`src/rtl/logic_proc_pkg.sv`:
```
// Shared types, code constants and the bitwise function helper for the
// serial logic sequencer.
package logic_proc_pkg;

  localparam int DEFAULT_WIDTH = 8;

  typedef enum logic [1:0] {
    IDLE  = 2'd0,
    SHIFT = 2'd1,
    HOLD  = 2'd2
  } seq_state_t;

  localparam logic [2:0] F_AND  = 3'b000;
  localparam logic [2:0] F_OR   = 3'b001;
  localparam logic [2:0] F_XOR  = 3'b010;
  localparam logic [2:0] F_ONE  = 3'b011;
  localparam logic [2:0] F_NAND = 3'b100;
  localparam logic [2:0] F_NOR  = 3'b101;
  localparam logic [2:0] F_XNOR = 3'b110;
  localparam logic [2:0] F_ZERO = 3'b111;

  localparam logic [1:0] R_PASS = 2'b00;
  localparam logic [1:0] R_TO_B = 2'b01;
  localparam logic [1:0] R_TO_A = 2'b10;
  localparam logic [1:0] R_SWAP = 2'b11;

  function automatic logic bit_op(input logic [2:0] f, input logic a, input logic b);
    logic res;
    case (f)
      F_AND:   res = a & b;
      F_OR:    res = a | b;
      F_XOR:   res = a ^ b;
      F_ONE:   res = 1'b1;
      F_NAND:  res = ~(a & b);
      F_NOR:   res = ~(a | b);
      F_XNOR:  res = ~(a ^ b);
      F_ZERO:  res = 1'b0;
      default: res = 1'b0;
    endcase
    return res;
  endfunction

endpackage

```
`src/rtl/compute_route.sv`:
```
// Zero-latency bitwise function and routing of the serial bits back into
// the MSBs of the two operand registers.
module compute_route
  import logic_proc_pkg::*;
(
  input  logic       a_out,
  input  logic       b_out,
  input  logic [2:0] f_sel,
  input  logic [1:0] r_sel,
  output logic       a_in,
  output logic       b_in
);

  logic f_bit;

  assign f_bit = bit_op(f_sel, a_out, b_out);

  // Route the function result and/or the operand LSBs to the MSB inputs.
  always_comb begin
    a_in = a_out;
    b_in = b_out;
    case (r_sel)
      R_PASS: begin a_in = a_out; b_in = b_out; end
      R_TO_B: begin a_in = a_out; b_in = f_bit; end
      R_TO_A: begin a_in = f_bit; b_in = b_out; end
      R_SWAP: begin a_in = b_out; b_in = a_out; end
      default: begin a_in = a_out; b_in = b_out; end
    endcase
  end

endmodule

```
`src/rtl/logic_sequencer.sv`:
```
// Sequencer for a WIDTH-cycle serial bitwise operation over two external
// right-shift registers: FSM, shift counter and captured F/R selects.
module logic_sequencer
  import logic_proc_pkg::*;
#(
  parameter int WIDTH = DEFAULT_WIDTH
) (
  input  logic       Clk,
  input  logic       Reset_n,
  input  logic       Execute,
  input  logic       LoadA,
  input  logic       LoadB,
  input  logic [2:0] F,
  input  logic [1:0] R,
  input  logic       A_out,
  input  logic       B_out,
  output logic       Shift_En,
  output logic       Ld_A,
  output logic       Ld_B,
  output logic       A_In,
  output logic       B_In,
  output logic       Busy,
  output logic       Done
);

  localparam int CW = (WIDTH > 1) ? $clog2(WIDTH) : 1;
  localparam logic [CW-1:0] LAST = CW'(WIDTH - 1);

  seq_state_t    state;
  logic [CW-1:0] cnt;
  logic [2:0]    f_q;
  logic [1:0]    r_q;
  logic          shift_r;
  logic          done_r;
  logic          in_idle;

  // FSM, shift counter, operation capture and registered strobes.
  always_ff @(posedge Clk or negedge Reset_n) begin
    if (!Reset_n) begin
      state   <= IDLE;
      cnt     <= '0;
      f_q     <= F_AND;
      r_q     <= R_PASS;
      shift_r <= 1'b0;
      done_r  <= 1'b0;
    end else begin
      case (state)
        IDLE: begin
          done_r <= 1'b0;
          cnt    <= '0;
          // A pending load always takes priority over starting an operation.
          if (Execute && !LoadA && !LoadB) begin
            state   <= SHIFT;
            f_q     <= F;
            r_q     <= R;
            shift_r <= 1'b1;
          end else begin
            shift_r <= 1'b0;
          end
        end
        SHIFT: begin
          if (cnt == LAST) begin
            state   <= HOLD;
            cnt     <= '0;
            shift_r <= 1'b0;
            done_r  <= 1'b1;
          end else begin
            cnt     <= cnt + {{(CW-1){1'b0}}, 1'b1};
            shift_r <= 1'b1;
            done_r  <= 1'b0;
          end
        end
        HOLD: begin
          shift_r <= 1'b0;
          done_r  <= 1'b0;
          // Waiting for Execute to fall makes a held request run only once.
          if (!Execute) begin
            state <= IDLE;
          end else begin
            state <= HOLD;
          end
        end
        default: begin
          state   <= IDLE;
          cnt     <= '0;
          shift_r <= 1'b0;
          done_r  <= 1'b0;
        end
      endcase
    end
  end

  // Load strobes pass through only while idle and out of reset.
  assign in_idle  = Reset_n && (state == IDLE);
  assign Ld_A     = in_idle && LoadA;
  assign Ld_B     = in_idle && LoadB;
  assign Shift_En = shift_r;
  assign Busy     = shift_r;
  assign Done     = done_r;

  compute_route u_compute_route (
    .a_out (A_out),
    .b_out (B_out),
    .f_sel (f_q),
    .r_sel (r_q),
    .a_in  (A_In),
    .b_in  (B_In)
  );

endmodule

```
`config.mk`:
```
export PLATFORM = sky130hd
export DESIGN_NAME = logic_sequencer
export DESIGN_NICKNAME = d
export VERILOG_FILES = /design/src/rtl/logic_proc_pkg.sv /design/src/rtl/compute_route.sv /design/src/rtl/logic_sequencer.sv
export SDC_FILE = /design/constraint.sdc
export NUM_CORES = 1
export LEC_CHECK = 0
export BUFFER_PORTS_ARGS = -buffer_cell sky130_fd_sc_hd__buf_4
export CELL_PAD_IN_SITES_DETAIL_PLACEMENT = 1
export CELL_PAD_IN_SITES_GLOBAL_PLACEMENT = 1
export CORE_MARGIN = 5
export CORE_UTILIZATION = 40
export DETAILED_ROUTE_END_ITERATION = 16
export PLACE_DENSITY = 0.87
export SLEW_MARGIN = 20
export SYNTH_ARGS = -nofsm -noshare
export SYNTH_HDL_FRONTEND = slang
export SYNTH_SLANG_ARGS = --single-unit
```
`constraint.sdc`:
```
create_clock -name Clk -period 2.9 [get_ports Clk]
set_input_delay 0.435 -clock Clk [delete_from_list [all_inputs] [get_ports Clk]]
set_output_delay 0.435 -clock Clk [all_outputs]
set_load 0.02 [all_outputs]
```
==> results of run 1 <==
==> sequential cells by signal, summed over array words and instances (netlist names) <==
register	cells
cnt	3
f_q	3
r_q	2
state	2
Busy	1
Done	1
==> cell families after synthesis <==
group	count (synthesis)	share of synthesized area
multiplexers	6	0.115
flip-flops	12	0.486
XOR/XNOR	1	0.0263
buffers and inverters	4	0.0304
AO/OA/AOI/OAI	9	0.134
adder cells (fa/ha/maj)	4	0.0810
AND/OR/NAND/NOR	15	0.128
==> layout make-up <==
class                           instances  share of cell area
Clock buffer                            4              0.0447
Sequential cell                        12               0.370
Multi-Input combinational cell         35               0.368
Inverter                                3              0.0139
Tap cell                               16              0.0247
Timing Repair Buffer                   19               0.179
==> power by group <==
part | internal (W) | total [W] | leakage, nW | switching, W
registers | 0.000235 | 0.000297 | 0.149 | 0.0000624
clock network | 0.0000763 | 0.000132 | 0.0210 | 0.0000555
logic | 0.000169 | 0.000328 | 0.245 | 0.000159
==> through the flow <==
stage | instance area, um^2 | hold WS [ns] | util
floorplan | 618 | 0.139 | -
global placement | 766 | 0.282 | 0.514
detailed placement | 766 | 0.288 | 0.514
CTS | 812 | 0.367 | 0.545
global route | 812 | 0.363 | 0.545
finish | 812 | 0.374 | 0.545
==> path summary, 6_finish.rpt <==
check                           cells after the start      from        to  slack [ns]
worst max-delay path                                8     B_out      A_In        0.65
worst min-delay path                                2   Execute  state[1]        0.37
worst max register to register                      3  state[1]    f_q[2]        1.58
worst min register to register                      1    cnt[0]    cnt[0]        0.50
max in group asynchronous                           2   Reset_n    r_q[1]        2.21
min in group asynchronous                           2   Reset_n    cnt[1]        0.53
==> worst register-to-register path, cell delays in order (launching register included) <==
cell	delay, ns
sky130_fd_sc_hd__dfrtp_1	0.41
sky130_fd_sc_hd__nor2_1	0.18
sky130_fd_sc_hd__nand3_1	0.27
sky130_fd_sc_hd__mux2_2	0.36
==> cells in the final DEF, fill, tap and decap left out, types with 2 or more instances in the layout <==
master                     Yosys  routed
sky130_fd_sc_hd__dfrtp_1      12      12
sky130_fd_sc_hd__nand2_1       3       3
sky130_fd_sc_hd__and3_1        2       2
sky130_fd_sc_hd__nor2_1        2       2
sky130_fd_sc_hd__nand3_1       3       3
sky130_fd_sc_hd__inv_1         3       3
sky130_fd_sc_hd__nor2b_1       2       2
sky130_fd_sc_hd__ha_1          4       4
sky130_fd_sc_hd__a22o_1        2       2
sky130_fd_sc_hd__o21ai_0       2       2
sky130_fd_sc_hd__buf_4         1      18
sky130_fd_sc_hd__mux2_2        5       5
sky130_fd_sc_hd__clkbuf_4      0       3
==> routing by layer <==
metal / part of all wire / track usage
met1: 0.34 / 0.110
met2: 0.57 / 0.230
met3: 0.088 / 0.0642
met4: 0 / 0.0673
met5: 0 / 0
==> cells in the mapped netlist, types with 2 or more instances <==
master / n
sky130_fd_sc_hd__nand2_1: 3
sky130_fd_sc_hd__a22o_1: 2
sky130_fd_sc_hd__dfrtp_1: 12
sky130_fd_sc_hd__ha_1: 4
sky130_fd_sc_hd__nor2b_1: 2
sky130_fd_sc_hd__inv_1: 3
sky130_fd_sc_hd__and3_1: 2
sky130_fd_sc_hd__nand3_1: 3
sky130_fd_sc_hd__nor2_1: 2
sky130_fd_sc_hd__mux2_2: 5
sky130_fd_sc_hd__o21ai_0: 2
==> run summary, run 1 <==
The flow ran to the end, and the final reports show no timing, DRC or antenna violations. After detailed routing, the number of remaining DRC violations is 0. The post-synthesis cell type with the largest combined area is sky130_fd_sc_hd__dfrtp_1. STA classifies the critical path endpoint as a primary output. The global-route wire length before repair came out at 2330 um. The filler-free cell count of the finished design came out at approximately 90. The average size of a mapped cell came out at about 12 um^2. Buffers placed on the I/O ports in this run total 18. The fraction of layout cells with a size suffix above 1 is 0.425. The required time of the critical path is 2.47 ns.

The worst setup path is launched from a primary input. The worst relative slew slack came out at 0.785. The number of setup buffers added after CTS came out at 0. The sum of overflow across all layers after global routing is 0. The kind of cell with the highest combined delay along the critical path is buffers and inverters. The number of gates given a new drive strength after cts came out at 0. The top achievable clock speed is 445 MHz. The pin count of the biggest net entering global routing is 15. Timing analysis after detailed placement gives a worst setup slack of 0.632 ns. The final layout contains routed wiring with a total length of 1340 um. The max-cap violation count came out at 0.

The share of synthesized area occupied by flip-flops and latches came out at 0.486. The accumulated negative setup slack came out at 0 ns. The final layout net count is 90. The setup slack of the critical path after layout came out at 0.651 ns. The design draws 0.000757 W. When the netlist entered floorplanning its net count stood at 67.

The detailed-placement wirelength estimate is 1100 um. The total power per unit cell area is approximately 930 nW/um^2. The multi-input gate area in the final layout is 299 um^2. The via total after detailed routing came out at 476. The worst setup path is of the in -> out kind. Counting flops with an async set or reset pin after synthesis yields a share of 1.00. The number of flops mapped to enable cells by yosys came out at 0. The largest vdd supply drop is 0.000466 V.

On the critical path, the stage with the largest delay is an instance of sky130_fd_sc_hd__mux2_4. The depth of the CTS H-tree is 1. The number of clock buffers inserted by TritonCTS came out at 3.

The root buffer cell chosen for the clock tree is sky130_fd_sc_hd__clkbuf_4. The via count normalized by instance count came out at 5.35. Among the stages of the critical path, the cell type that occurs most often is sky130_fd_sc_hd__buf_4. Sorting the synthesized cells by area gives the leading types as sky130_fd_sc_hd__dfrtp_1, sky130_fd_sc_hd__mux2_2, sky130_fd_sc_hd__ha_1. Traced cell by cell, the critical path runs through buf_4 -> inv_1 -> ha_1 -> mux2_4 -> o21ai_4 -> xor2_2 -> o311ai_1 -> buf_4.

The global router's overall resource usage is 0.127. The number of instances in the placed design came out at between 80 and 90. For the final database, setup skew stands at 0.000576 ns. The number of global-route vias before repair is 533. Setup repair after global routing left no endpoint under its margin. The worst endpoint data arrival time is 1.81 ns. After detailed routing, the average wire length per cell comes to 15.1 um. The final number of setup-violating endpoints came out at 0. The slew at the pin closest to its max-slew limit is 0.322 ns. The count of standard-cell rows is 14. The CTS sink count came out at 12. For the worst-skew pair, the clock arrives at the later sink with an insertion delay of about 0.27 ns. The delay of the slowest critical-path stage is between 0.2 and 0.3 ns. The longest clock path from root to sink contains 2 buffers. The sequential cells in the finished layout cover a total of 300 um^2. The share of the cycle needed by the critical path after routing came out at 0.775. The floorplan step set the die height to between 40 and 50 um. The post-synthesis register bit count came out at 12. From left edge to right edge, the die measures just under 50 um. The top flip-flop cell by instance count after synthesis is sky130_fd_sc_hd__dfrtp_1.

The CTS clock-pin slew for the worst setup and hold paths is 0.07 ns. The starting utilization of the core area is 0.415. The detailed router finished its first iteration with 3 violations. The post-synthesis cell count is slightly above 50. The netlist area before placement came out at about 600 um^2. Of the post-synthesis cell area, the dominant cell type holds 0.486. The total core area is 1490 um^2. The post-synthesis to final-layout area growth is 31.4%.

The highest fanout seen on the critical path came out at 3. The number of top-level design ports is 19. The remaining antenna violation count after routing came out at 0. The fill cell instance count of the final layout is 169. TritonCTS built the clock tree. The count of hold-fix buffers inserted at cts is 1. The leakage component of the power came out at 0.415 nW. The path class of the tightest hold or removal check is in -> reg. The number of warnings reported in the yosys synthesis log came out at 0. The number of antenna violations at the first check in global routing came out at 0. The number of hold violations in the final report came to 0. The total count of max-transition violations in the final report is 0. 0 antenna diodes ended up in the layout.

Synthesis instantiated 22 different standard cells from the library. The die footprint came out at about 2400 um^2. The number of buffers and inverters on the critical path came out at 3.

The routability congestion estimate from global placement came out at 0.686. The detailed-router iteration count before antenna repair is 4. Counting I/O delays and the setup requirement, the final critical path takes ~2.2 ns.
Power figures use the tool's default switching activity.
==> inputs of run 2 (changes only) <==
CORE_UTILIZATION = 33   (was 40)
PLACE_DENSITY = 0.78   (was 0.87)
clock period = 1.85 ns   (was 2.9 ns; I/O delays follow)
==> run summary, run 2 (same netlist as run 1, synthesis figures left out) <==
The flow ran to the end, but the final reports show violations. The checks that failed: setup timing. The count of buffers inserted at the top-level ports came out at 18 (unchanged).

The required time of the critical path came out at 1.57 ns (-0.90 ns). TritonCTS built the clock tree. The largest vdd supply drop came out at 0.000539 V (+16%). The pin count of the biggest net entering global routing came out at 15 (unchanged).

The via count normalized by instance count is 4.62 (-14%). The worst setup path is captured at a primary output. The highest fanout seen on the critical path came out at 2 (-1). The leakage component of the power came out at 0.436 nW (+5.0%).

Counting I/O delays and the setup requirement, the final critical path takes 1.91 ns. In this run the worst setup path terminates at A_In. The slew at the pin closest to its max-slew limit is 0.319 ns (-0.00257 ns). The startpoint identified for the worst register-to-register timing path is state[1]. The tree is rooted in a sky130_fd_sc_hd__clkbuf_4. The library cell used most frequently in the layout, excluding fill and tap cells, is sky130_fd_sc_hd__buf_4. The number of global-route vias before repair was 508 (-4.7%). The final core utilization is 0.493 (-0.0522). The number of clock buffers inserted by TritonCTS is 3 (unchanged). The number of inserted diodes is 0 (unchanged). The total count of max-transition violations in the final report came out at 0 (unchanged).

Setup repair after global routing could not meet its margin everywhere. The post-synthesis to final-layout area growth is 39.3%. The vertical die dimension came to 53.3 um (+8.1%).

The starting utilization of the core area came to 0.354 (-0.0610). The total power came to 0.00122 W (+61%). The final number of setup-violating endpoints is 2 (+2). The worst endpoint data arrival time came out at 1.63 ns (-0.18 ns). The worst hold slack is 0.211 ns (-0.163 ns).

The via total after detailed routing is 471 (-1.1%). The cell depth of the worst flop-to-flop path came out at 3 (unchanged). The worst relative slew slack is 0.787 (+0.00156). The global-route wire length before repair came out at 2180 um (-6.5%). The routability congestion estimate from global placement is 0.682 (-0.61%). The count of standard-cell rows came out at 15 (+1). In this run the worst setup path begins at f_q[1]. The area of all placed cells without fillers is 861 um^2 (+6.0%).

The initial detailed-routing violation count came out at 0 (-3). The max-cap violation count came out at 0 (unchanged). The global router's overall resource usage is 0.110 (-0.0170). The fraction of layout cells with a size suffix above 1 came to 0.468 (+0.0429). The total power per unit cell area is 1410 nW/um^2 (+52%). The path class of the tightest hold or removal check is in -> reg. The horizontal die dimension came to 53.3 um (+8.1%). The clock latency on the worst-skew pair is 0.27 ns (about the same). The CTS sink count is 12 (unchanged). The category of the critical setup timing path is reg -> out.

In the layout the commonest cells are sky130_fd_sc_hd__buf_4, sky130_fd_sc_hd__dfrtp_1, sky130_fd_sc_hd__mux2_2, sky130_fd_sc_hd__ha_1. The post-place instance area came out at 807 um^2 (+5.4%). The launching element type of the critical path is a register. The die footprint is 2840 um^2 (+17%). The CTS clock-pin slew for the worst setup and hold paths came out at 0.08 ns (about the same). The number of top-level design ports is 19 (unchanged). The mean routed wirelength per cell came out at 12.7 um (-16%). The sum of overflow across all layers after global routing is 0 (unchanged). The worst-case clock buffer depth is 2 (unchanged).

The top achievable clock speed came out at 524 MHz. The remaining antenna violation count after routing is 0 (unchanged). The number of hold violations in the final report is 0 (unchanged). The setup slack of the critical path after layout came to -0.0597 ns (-0.711 ns). The register-to-register setup slack is 0.51 ns (-1.07 ns). The depth of the CTS H-tree came out at 1 (unchanged).

In the finished design, the share of the clock period the worst path needs comes to 1.03. The number of antenna violations at the first check in global routing is 0 (unchanged). The largest registers in the layout are cnt (3), f_q (3).

The total core area is 1750 um^2 (+17%). The number of gates given a new drive strength after cts came to 0 (unchanged). The detailed-router iteration count before antenna repair is 1 (-3). The destination of the worst register-to-register timing path is r_q[0]. The detailed-route wire length is 1300 um (-3.4%). The clock tree skew after final layout came out at 0.00337 ns (+0.00279 ns).

The final layout net count is 94 (+4.4%). The number of remaining DRC errors came to 0 (unchanged).
[run 2: how the worst min path moves through the flow]
stage            start       end  cells after the start
2_1_floorplan  Reset_n      Busy                      0
3_3_place_gp   Reset_n    cnt[2]                      1
3_5_place_dp   Reset_n    cnt[1]                      1
4_1_cts        Execute  state[1]                      2
5_1_grt        Execute  state[1]                      2
6_report       Execute  state[1]                      2
[run 2: area by class of cell]
class	count	area, um^2
clock buffers	4	36.3
fillers	201	885
inverters	3	11.3
multi-input cells	35	307
flip-flops and latches	12	300
well taps	25	31.3
repair buffers	23	175
[run 2: power breakdown]
group          switching, W  internal, W
clock             0.0000896     0.000120
sequential        0.0000965     0.000368
combinational      0.000257     0.000285
[run 2: layer usage]
| layer | vias to the layer above | global-route usage | share of wire |
|---|---|---|---|
| met1 | 228 | 0.133 | 0.43 |
| li1 | 232 | - | - |
| met4 | 0 | 0.0511 | 0 |
| met2 | 11 | 0.180 | 0.50 |
| met3 | 0 | 0.0282 | 0.068 |
| met5 | - | 0 | 0 |
[run 2: repair_timing]
action	in CTS	in global routing
buffers inserted	1	0
endpoints found under the setup margin	2	2
endpoints found under the hold margin	12	0
hold buffers	1	0
pin swaps	1	2
gates cloned	0	0
[run 2: critical path: stages (launching register included)]
cell and delay, ns:
sky130_fd_sc_hd__dfrtp_1 0.40, sky130_fd_sc_hd__mux2_4 0.32, sky130_fd_sc_hd__o21ai_4 0.15, sky130_fd_sc_hd__xor2_2 0.11
sky130_fd_sc_hd__o311ai_2 0.21, sky130_fd_sc_hd__buf_4 0.18
[run 2: through the flow]
step / setup TNS [ns] / worst slack [ns] / cells
after detailed placement: -0.152 / -0.0814 / 96
after global routing: -0.288 / -0.154 / 102
after global placement: -0.0693 / -0.0356 / 96
after floorplan: 0 / 0.0914 / 51
final: -0.116 / -0.0597 / 102
after CTS: -0.196 / -0.101 / 102
==> inputs of run 3 (changes only) <==
CORE_UTILIZATION = 37   (was 33)
PLACE_DENSITY = 0.82   (was 0.78)
clock period = 2.14 ns   (was 1.85 ns; I/O delays follow)
==> run summary, run 3 (same netlist as run 1, synthesis figures left out) <==
The flow ran to the end, and the final reports show no timing, DRC or antenna violations. The number of buffers and inverters on the critical path came out at 3 (+2). The vertical die dimension came out at 50.9 um (-4.5%). Leaving out fill and tap cells, the most frequent cell in the layout is sky130_fd_sc_hd__buf_4. The count of hold-fix buffers inserted at cts was 1 (unchanged).

The total core area is 1540 um^2 (-12%). The via total after detailed routing was 453 (-3.8%). The number of setup buffers added after CTS was 0 (-1).

The sum of overflow across all layers after global routing is 0 (unchanged). The number of top-level design ports is 19 (unchanged). The count of standard-cell rows came out at 14 (-1). The area of all placed cells without fillers came to 812 um^2 (-5.7%). The final number of setup-violating endpoints is 0 (-2). The number of global-route vias before repair came out at 533 (+4.9%). The detailed-route wire length came out at 1230 um (-5.0%). The number of hold violations in the final report was 0 (unchanged). The final core utilization is 0.527 (+0.0336). The delay of the slowest critical-path stage came out at 0.27 ns (-0.13 ns). The post-place instance area is 766 um^2 (-5.1%). The detailed-placement wirelength estimate came out at 990 um. The class of the worst hold path is in -> reg. The worst-case clock buffer depth came out at 2 (unchanged). The remaining antenna violation count after routing came out at 0 (unchanged).

The number of antenna violations at the first check in global routing is 0 (unchanged). The mean routed wirelength per cell is 13.8 um (+8.9%). The worst endpoint data arrival time came out at 1.69 ns (+0.06 ns).

The final layout net count came out at 90 (-4.3%). The global-route wire length before repair is 2380 um (+9.2%). The CTS clock-pin slew for the worst setup and hold paths is 0.07 ns (about the same). The fraction of layout cells with a size suffix above 1 is 0.425 (-0.0429). The share of the cycle needed by the critical path after routing is 0.940. The leakage component of the power came out at 0.415 nW (-4.8%). The largest vdd supply drop is 0.000761 V (+41%).

Setup repair after global routing left no endpoint under its margin. The max-cap violation count came to 0 (unchanged). The global router's overall resource usage is 0.122 (+0.0115). The number of clock buffers inserted by TritonCTS is 3 (unchanged). The CTS sink count came to 12 (unchanged). The via count normalized by instance count is 5.09 (+10%). The required time of the critical path came out at 1.82 ns (+0.25 ns).

The total power per unit cell area was 1260 nW/um^2 (-11%). The detailed-router iteration count before antenna repair came to 2 (+1). The total count of max-transition violations in the final report is 0 (unchanged). The worst relative slew slack is 0.781 (-0.00621). The pin count of the biggest net entering global routing is 15 (unchanged). The horizontal die dimension is 50.9 um (-4.5%). The slew at the pin closest to its max-slew limit is 0.328 ns (+0.00928 ns). The root buffer cell chosen for the clock tree is sky130_fd_sc_hd__clkbuf_4. The number of remaining DRC errors is 0 (unchanged). The depth of the CTS H-tree is 1 (unchanged). The clock tree skew after final layout was 0.00414 ns (+0.000775 ns). The initial detailed-routing violation count was 3 (+3). STA classifies the critical path startpoint as a primary input. Broken down by cell family, the worst path's largest delay share belongs to buffers and inverters. The clock tree from TritonCTS is done.

The accumulated negative setup slack is 0 ns (+0.116 ns). The critical path goes through buf_4 -> inv_1 -> ha_1 -> mux2_4 -> o21ai_4 -> xor2_2 -> o311ai_1 -> buf_4. The number of inserted diodes came out at 0 (unchanged). The post-synthesis to final-layout area growth is 31.4%. Derived from the worst setup path, the maximum achievable clock frequency is between 400 and 500 MHz. STA classifies the critical path endpoint as a primary output. The highest fanout seen on the critical path was 3 (+1).

The total power was 0.00102 W (-16%). The starting utilization of the core area came out at 0.401 (+0.0469). In this design, the critical path's most frequently occurring cell is sky130_fd_sc_hd__buf_4.

The routability congestion estimate from global placement is 0.729 (+6.9%). The die footprint was 2590 um^2 (-8.8%). The slowest stage of the critical path belongs to the cell sky130_fd_sc_hd__mux2_4. The clock latency on the worst-skew pair came out at 0.27 ns (about the same). The clock period minus worst slack came out at 2.01 ns. The top cell types in the final layout, fill and taps aside, are sky130_fd_sc_hd__buf_4, sky130_fd_sc_hd__dfrtp_1, sky130_fd_sc_hd__mux2_2, sky130_fd_sc_hd__ha_1. The number of gates given a new drive strength after cts came out at 0 (unchanged). The count of buffers inserted at the top-level ports came out at 18 (unchanged). In the final layout, the registers with the most flip-flops are cnt (3), f_q (3). The setup path with the least slack is of type in -> out.
[run 3: changes by cell type in the layout (fill, tap and decap cells not counted)]
cell	delta
sky130_fd_sc_hd__o311ai_2	-1
sky130_fd_sc_hd__o311ai_1	+1
sky130_fd_sc_hd__buf_4	-4
[run 3: power breakdown]
group          switching (W)  internal, W  leakage (nW)
Clock              0.0000720     0.000103        0.0210
Combinational       0.000214     0.000228         0.245
Sequential         0.0000870     0.000318         0.149
[run 3: final timing paths]
| check | from | end | slack, ns | depth (start not counted) |
|---|---|---|---|---|
| setup / recovery | B_out | A_In | 0.13 | 8 |
| hold / removal | Execute | state[1] | 0.26 | 2 |
| setup reg to reg | state[1] | f_q[2] | 0.80 | 3 |
| hold reg to reg | cnt[2] | cnt[2] | 0.51 | 1 |
| max in group asynchronous | Reset_n | f_q[2] | 1.56 | 2 |
| min in group asynchronous | Reset_n | cnt[1] | 0.42 | 2 |
[run 3: layout make-up]
| class | instances | area (um^2) |
|---|---|---|
| Fill cell | 162 | 729 |
| Clock buffer | 4 | 36.3 |
| Sequential cell | 12 | 300 |
| Multi-Input combinational cell | 35 | 299 |
| Inverter | 3 | 11.3 |
| Tap cell | 16 | 20.0 |
| Timing Repair Buffer | 19 | 145 |
[run 3: metrics by stage]
step                hold slack (ns)  setup slack (ns)  cells
global placement              0.173             0.149     84
finish                        0.256             0.129     89
global route                  0.244           0.00799     89
detailed placement            0.172             0.118     84
CTS                           0.254             0.114     89
floorplan                    0.0254             0.118     51
[run 3: routing by layer]
| layer | vias up | GRT usage | wire length [um] |
|---|---|---|---|
| li1 | 226 | - | - |
| met1 | 213 | 0.138 | 503 |
| met2 | 12 | 0.213 | 637 |
| met3 | 2 | 0.0494 | 82 |
| met4 | 0 | 0.0255 | 7 |
| met5 | - | 0 | 0 |
